### config.mk
export PLATFORM = sky130hd
export DESIGN_NAME = hazard_unit
export DESIGN_NICKNAME = d
export VERILOG_FILES = /design/src/rtl/hazard_pkg.sv /design/src/rtl/muldiv_hold_fsm.sv /design/src/rtl/hazard_unit.sv
export SDC_FILE = /design/constraint.sdc
export NUM_CORES = 1
export LEC_CHECK = 0
export CORE_MARGIN = 1.5
export CORE_UTILIZATION = 49
export DETAILED_ROUTE_END_ITERATION = 12
export GPL_TIMING_DRIVEN = 0
export PLACE_DENSITY = 0.81
export SETUP_SLACK_MARGIN = 0.15
export SLEW_MARGIN = 0
export SYNTH_ARGS = -nofsm -noshare
export SYNTH_HDL_FRONTEND = slang
export SYNTH_HIERARCHICAL = 1
export SYNTH_SLANG_ARGS = --single-unit
### constraint.sdc
create_clock -name Clk -period 2.97 [get_ports Clk]
set_input_delay 0.297 -clock Clk [delete_from_list [all_inputs] [get_ports Clk]]
set_output_delay 0.297 -clock Clk [all_outputs]
set_load 0.005 [all_outputs]
### src/rtl/hazard_pkg.sv
// Shared encodings for the pipeline hazard unit: result-source codes, forwarding
// selects and the MUL/DIV hold FSM state type.
package hazard_pkg;

   localparam logic [1:0] RES_ALU  = 2'b00;
   localparam logic [1:0] RES_LOAD = 2'b01;
   localparam logic [1:0] RES_PC4  = 2'b10;

   localparam logic [1:0] FWD_REG = 2'b00;
   localparam logic [1:0] FWD_WB  = 2'b01;
   localparam logic [1:0] FWD_MEM = 2'b10;

   typedef enum logic {StIdle, StHold} hold_state_e;

   // MEM stage is younger than WB, so it wins when both match.
   function automatic logic [1:0] fwd_sel(input logic [4:0] rs, input logic [4:0] rd_m,
                                          input logic [4:0] rd_w, input logic we_m,
                                          input logic we_w);
      if (we_m && (rd_m != 5'd0) && (rd_m == rs)) begin
         return FWD_MEM;
      end else if (we_w && (rd_w != 5'd0) && (rd_w == rs)) begin
         return FWD_WB;
      end
      return FWD_REG;
   endfunction

endpackage

### src/rtl/muldiv_hold_fsm.sv
// Holds a multi-cycle MUL/DIV op in EX: Busy stays high for MULDIV_LAT-1 cycles,
// then the op leaves EX on the edge where the counter has drained.
module muldiv_hold_fsm
   import hazard_pkg::*;
#(
   parameter int unsigned MULDIV_LAT = 4
) (
   input  logic Clk,
   input  logic Reset,
   input  logic muldiv_i,
   output logic busy_o
);

   localparam int unsigned CntW    = (MULDIV_LAT > 1) ? $clog2(MULDIV_LAT) : 1;
   localparam int unsigned InitVal = (MULDIV_LAT > 1) ? MULDIV_LAT - 2 : 0;
   localparam logic [CntW-1:0] CntInit = CntW'(InitVal);
   localparam bit HoldEn = (MULDIV_LAT > 1);

   hold_state_e     state_q, state_d;
   logic [CntW-1:0] cnt_q, cnt_d;
   logic            busy;

   always_ff @(posedge Clk or posedge Reset) begin
      if (Reset) begin
         state_q <= StIdle;
         cnt_q   <= '0;
      end else begin
         state_q <= state_d;
         cnt_q   <= cnt_d;
      end
   end

   always_comb begin
      state_d = state_q;
      cnt_d   = cnt_q;
      busy    = 1'b0;
      unique case (state_q)
         StIdle: begin
            if (muldiv_i && HoldEn) begin
               state_d = StHold;
               cnt_d   = CntInit;
               busy    = 1'b1;
            end
         end
         StHold: begin
            // muldiv_i is ignored here so a held op cannot retrigger itself.
            if (cnt_q != '0) begin
               cnt_d = cnt_q - 1'b1;
               busy  = 1'b1;
            end else begin
               state_d = StIdle;
            end
         end
         default: state_d = StIdle;
      endcase
   end

   assign busy_o = busy && !Reset;

endmodule

### src/rtl/hazard_unit.sv
// 5-stage pipeline hazard control: operand forwarding, load-use stall, branch flush,
// MUL/DIV hold, plus saturating stall/flush performance counters.
module hazard_unit
   import hazard_pkg::*;
#(
   parameter int unsigned MULDIV_LAT = 4,
   parameter int unsigned CNT_W      = 32
) (
   input  logic             Clk,
   input  logic             Reset,
   input  logic             cnt_clr_i,
   input  logic [4:0]       rs1_d_i,
   input  logic [4:0]       rs2_d_i,
   input  logic [4:0]       rs1_e_i,
   input  logic [4:0]       rs2_e_i,
   input  logic [4:0]       rd_e_i,
   input  logic [4:0]       rd_m_i,
   input  logic [4:0]       rd_w_i,
   input  logic [1:0]       result_src_e_i,
   input  logic             reg_write_m_i,
   input  logic             reg_write_w_i,
   input  logic             pc_src_e_i,
   input  logic             mul_div_e_i,
   output logic [1:0]       forward_ae_o,
   output logic [1:0]       forward_be_o,
   output logic             stall_f_o,
   output logic             stall_d_o,
   output logic             stall_e_o,
   output logic             flush_d_o,
   output logic             flush_e_o,
   output logic             flush_m_o,
   output logic             busy_o,
   output logic [CNT_W-1:0] stall_count_o,
   output logic [CNT_W-1:0] flush_count_o
);

   localparam logic [CNT_W-1:0] CntMax = '1;

   logic             busy;
   logic             lw_stall;
   logic [CNT_W-1:0] stall_cnt_q, stall_cnt_d;
   logic [CNT_W-1:0] flush_cnt_q, flush_cnt_d;

   muldiv_hold_fsm #(
      .MULDIV_LAT(MULDIV_LAT)
   ) u_hold (
      .Clk     (Clk),
      .Reset   (Reset),
      .muldiv_i(mul_div_e_i),
      .busy_o  (busy)
   );

   assign forward_ae_o = fwd_sel(rs1_e_i, rd_m_i, rd_w_i, reg_write_m_i, reg_write_w_i);
   assign forward_be_o = fwd_sel(rs2_e_i, rd_m_i, rd_w_i, reg_write_m_i, reg_write_w_i);

   // A taken branch discards the younger instrs, so the redirect must not be held.
   assign lw_stall = (result_src_e_i == RES_LOAD) && (rd_e_i != 5'd0) &&
                     ((rd_e_i == rs1_d_i) || (rd_e_i == rs2_d_i)) && !pc_src_e_i && !busy;

   always_comb begin
      stall_f_o = 1'b0;
      stall_d_o = 1'b0;
      stall_e_o = 1'b0;
      flush_d_o = 1'b0;
      flush_e_o = 1'b0;
      flush_m_o = 1'b0;
      if (Reset) begin
         // all held at zero
      end else if (busy) begin
         stall_f_o = 1'b1;
         stall_d_o = 1'b1;
         stall_e_o = 1'b1;
         flush_m_o = 1'b1;
      end else begin
         stall_f_o = lw_stall;
         stall_d_o = lw_stall;
         flush_d_o = pc_src_e_i;
         flush_e_o = lw_stall || pc_src_e_i;
      end
   end

   assign busy_o = busy;

   always_comb begin
      stall_cnt_d = stall_cnt_q;
      flush_cnt_d = flush_cnt_q;
      if (cnt_clr_i) begin
         stall_cnt_d = '0;
         flush_cnt_d = '0;
      end else begin
         if (stall_f_o && (stall_cnt_q != CntMax)) stall_cnt_d = stall_cnt_q + 1'b1;
         if ((flush_e_o || flush_m_o) && (flush_cnt_q != CntMax)) begin
            flush_cnt_d = flush_cnt_q + 1'b1;
         end
      end
   end

   always_ff @(posedge Clk or posedge Reset) begin
      if (Reset) begin
         stall_cnt_q <= '0;
         flush_cnt_q <= '0;
      end else begin
         stall_cnt_q <= stall_cnt_d;
         flush_cnt_q <= flush_cnt_d;
      end
   end

   assign stall_count_o = stall_cnt_q;
   assign flush_count_o = flush_cnt_q;

endmodule

==> flow_metrics.tcl <==
set metrics [dict create \
    outcome "completed" \
    worstReg2RegStart "flush_count_o[0]$_DFFE_PP0P_" \
    wl_met3_um 921 \
    die-area_sq_mm 0.00938 \
    finalWorstPathRequiredPeriod_ns 2.72 \
    antenna_left 0 \
    layout_commonest_cell "clkdlybuf4s50_1" \
    top_layer "met4" \
    vdd_drop_max_v 0.000188 \
    cts_buffers 9 \
    slew_headroom 0.370 \
    syn_avg_cell_area_sq_um 8.81 \
    endpoint_kind "primary output" \
    clkPwrFrac 0.350 \
    cts_tree "yes" \
    arrival_ns 2.43 \
    drt_wl_total_mm 12.9 \
    synth_ff_type "dfrtp_1" \
    fillers 708 \
    drt-wirelength-per-cell_um 17.4 \
    finalMaxSlewViolations 0 \
    track_usage 0.276 \
    clock_sinks 67 \
    final_cells 741 \
    cp.required_ns 2.67 \
    cts_max_level 3 \
    r2r_cells 9 \
    synth_area_sq_mm 0.00432 \
    die_x_um 96.9 \
    first_global_vias 4622 \
    drive_gt1_frac 0.0837 \
    critical_path_class "in2out" \
    pwr-share-seq 0.442 \
    reg2reg_slack_ns 0.42 \
    ios 119 \
    cp-endpoint "forward_be_o[0]" \
    diodes 0 \
    hold_violations 0 \
    io_buffers 118 \
    swShare 0.282 \
    async_reset_ff_frac 1.00 \
    cap_viol_max_count 0 \
    met2_wirelength_mm 6.29 \
    holdWs_ns 0.429 \
    yosysUniqueCellTypes 52 \
    final_cell_mix "clkdlybuf4s50_1, dfrtp_1, a21oi_1, or4_1, nand3_1" \
    start_util 0.500 \
    startpoint_type "primary input" \
    synth_nets 537 \
    hpwl_mm 9.22 \
    area_growth_pct 37.6 \
    dr.pass1.iters 5 \
    synth-seq-area-share 0.388 \
    grt_max_degree 30 \
    cp-startpoint "rd_m_i[0]" \
    rows 34 \
    viasPerCell 6.25 \
    grt_overflow 0 \
    timing.rr.end "flush_count_o[20]$_DFFE_PP0P_" \
    yosysWarnings 6 \
    clk_pin_slew_ns 0.07 \
    core_area_sq_mm 0.00864 \
    power_leakage_uw 0.00222 \
    routabilityCongestion 0.900 \
    finalCritPeriodShare 0.917 \
    rsz0062_at_grt "no" \
    cts_root_buffer "clkbuf_8" \
    p_int_uw 1570 \
    drt_iter0_drc 309 \
    final_nets 675 \
    worst_pin_slew_ns 0.933 \
    worst-path-max-fanout 3 \
    hold_class "in2async" \
    dp.cells 717 \
    p_switching_uw 617 \
    synth_edf_count 0 \
    power_frac_comb 0.209 \
    drc 0 \
    ys_ff_latch 67 \
    m1WireLength_mm 5.38 \
    syn_inst 490 \
    clock_latency_ns 0.35 \
    vias 4628 \
    powerDensity_mw_per_mm2 368 \
    cts.path.max_buffers 2 \
    antenna_found_initial 0 \
    max_freq_mhz 367 \
    grt_pass1_wl_mm 21.4 \
    hold_buffers 0 \
    fin_skew_ns 0.00867 \
    setup_viol 0 \
    die_y_um 96.9 \
]
==> cell families (layout without fill, tap and decap cells) <==
kind of cell | count (synthesis) | in the layout | synth area share
multiplexers | 13 | 13 | 0.0333
XOR/XNOR | 30 | 30 | 0.0609
AO/OA/AOI/OAI | 118 | 118 | 0.167
buffers and inverters | 39 | 182 | 0.0409
adder cells (fa/ha/maj) | 3 | 3 | 0.00870
AND/OR/NAND/NOR | 220 | 220 | 0.301
flip-flops | 67 | 67 | 0.388
==> timing repair <==
item                       4_1_cts  5_1_grt
setup endpoints to repair       68       44
setup buffers                    2        5
gates resized for setup          2       11
gates cloned                     1        0
pin swaps                        1        4
==> flip-flops by register name, indices dropped and copies added, names as in the netlist <==
signal          flops
u_hold/cnt_q        2
stall_count_o      32
u_hold/state_q      1
flush_count_o      32
==> critical path, cell delays in order <==
cell,delay (ns)
clkdlybuf4s50_1,0.47
or4_1,0.56
o21ai_2,0.16
nor4_1,0.09
nor4_1,0.29
clkdlybuf4s50_1,0.56
==> power groups by stage <==
stage,logic (uW),clock network [uW],registers [uW]
after floorplan,246,0,977
after global placement,427,0,979
after detailed placement,442,0,982
after CTS,452,764,964
after global routing,497,806,967
final,456,764,965
==> layout make-up <==
type | count | area [sq um] | share of cell area
Multi-Input combinational cell | 384 | 2490 | 0.419
Sequential cell | 67 | 1680 | 0.282
Timing Repair Buffer | 126 | 1270 | 0.214
Clock buffer | 14 | 153 | 0.0257
Buffer | 28 | 135 | 0.0228
Tap cell | 108 | 135 | 0.0228
Inverter | 11 | 45.0 | 0.00758
Clock inverter | 2 | 35.0 | 0.00590
Timing Repair inverter | 1 | 5.00 | 0.000843
==> stage by stage <==
step / util / total power (uW) / instance area (sq um) / setup slack (ns) / setup TNS [ns]
6_report: 0.688 / 2190 / 5940 / 0.245 / 0
5_1_grt: 0.688 / 2270 / 5940 / 0.167 / 0
4_1_cts: 0.680 / 2180 / 5870 / 0.100 / 0
3_5_place_dp: 0.655 / 1420 / 5660 / -0.714 / -14.01
3_3_place_gp: 0.653 / 1410 / 5640 / -1.26 / -33.01
2_1_floorplan: - / 1220 / 4320 / 0.464 / 0
==> cells in the mapped netlist (2+ instances only) <==
cell type / n / area share
a21oi_1: 52 / 0.060
and2_1: 3 / 0.0043
and3_1: 12 / 0.017
and4_1: 5 / 0.010
buf_2: 6 / 0.0070
buf_4: 2 / 0.0035
buf_6: 2 / 0.0052
clkbuf_1: 18 / 0.016
dfrtp_1: 67 / 0.39
ha_1: 3 / 0.0087
inv_1: 11 / 0.0096
mux2_1: 3 / 0.0078
mux2_2: 8 / 0.021
mux2i_1: 2 / 0.0046
nand2_1: 26 / 0.023
nand2b_1: 3 / 0.0043
nand3_1: 32 / 0.037
nand4_1: 18 / 0.026
nor2_1: 21 / 0.018
nor2b_1: 12 / 0.017
nor3_1: 8 / 0.0093
nor3b_1: 2 / 0.0035
nor4_1: 7 / 0.010
nor4b_1: 3 / 0.0061
o21ai_0: 22 / 0.026
o31ai_1: 31 / 0.054
or3_1: 23 / 0.033
or4_1: 36 / 0.063
xnor2_1: 16 / 0.032
xor2_1: 14 / 0.028
==> metal layers <==
layer	up-vias	GRT usage
met5	-	0
met4	0	0.122
met3	30	0.0347
met2	209	0.460
met1	2244	0.361
li1	2145	-
==> worst min-delay path by stage <==
stage                           startpoint                          end  cells after the start
3_5_place_dp   u_hold/cnt_q[1]$_DFFE_PP0P_  u_hold/cnt_q[1]$_DFFE_PP0P_                      1
2_1_floorplan                        Reset  u_hold/cnt_q[0]$_DFFE_PP0P_                      1
5_1_grt                              Reset     u_hold/state_q$_DFF_PP0_                      2
3_3_place_gp   u_hold/cnt_q[0]$_DFFE_PP0P_  u_hold/cnt_q[0]$_DFFE_PP0P_                      1
4_1_cts                              Reset  u_hold/cnt_q[1]$_DFFE_PP0P_                      2
6_report                             Reset  u_hold/cnt_q[1]$_DFFE_PP0P_                      2
Note: power is estimated with default switching activity, not from simulation.
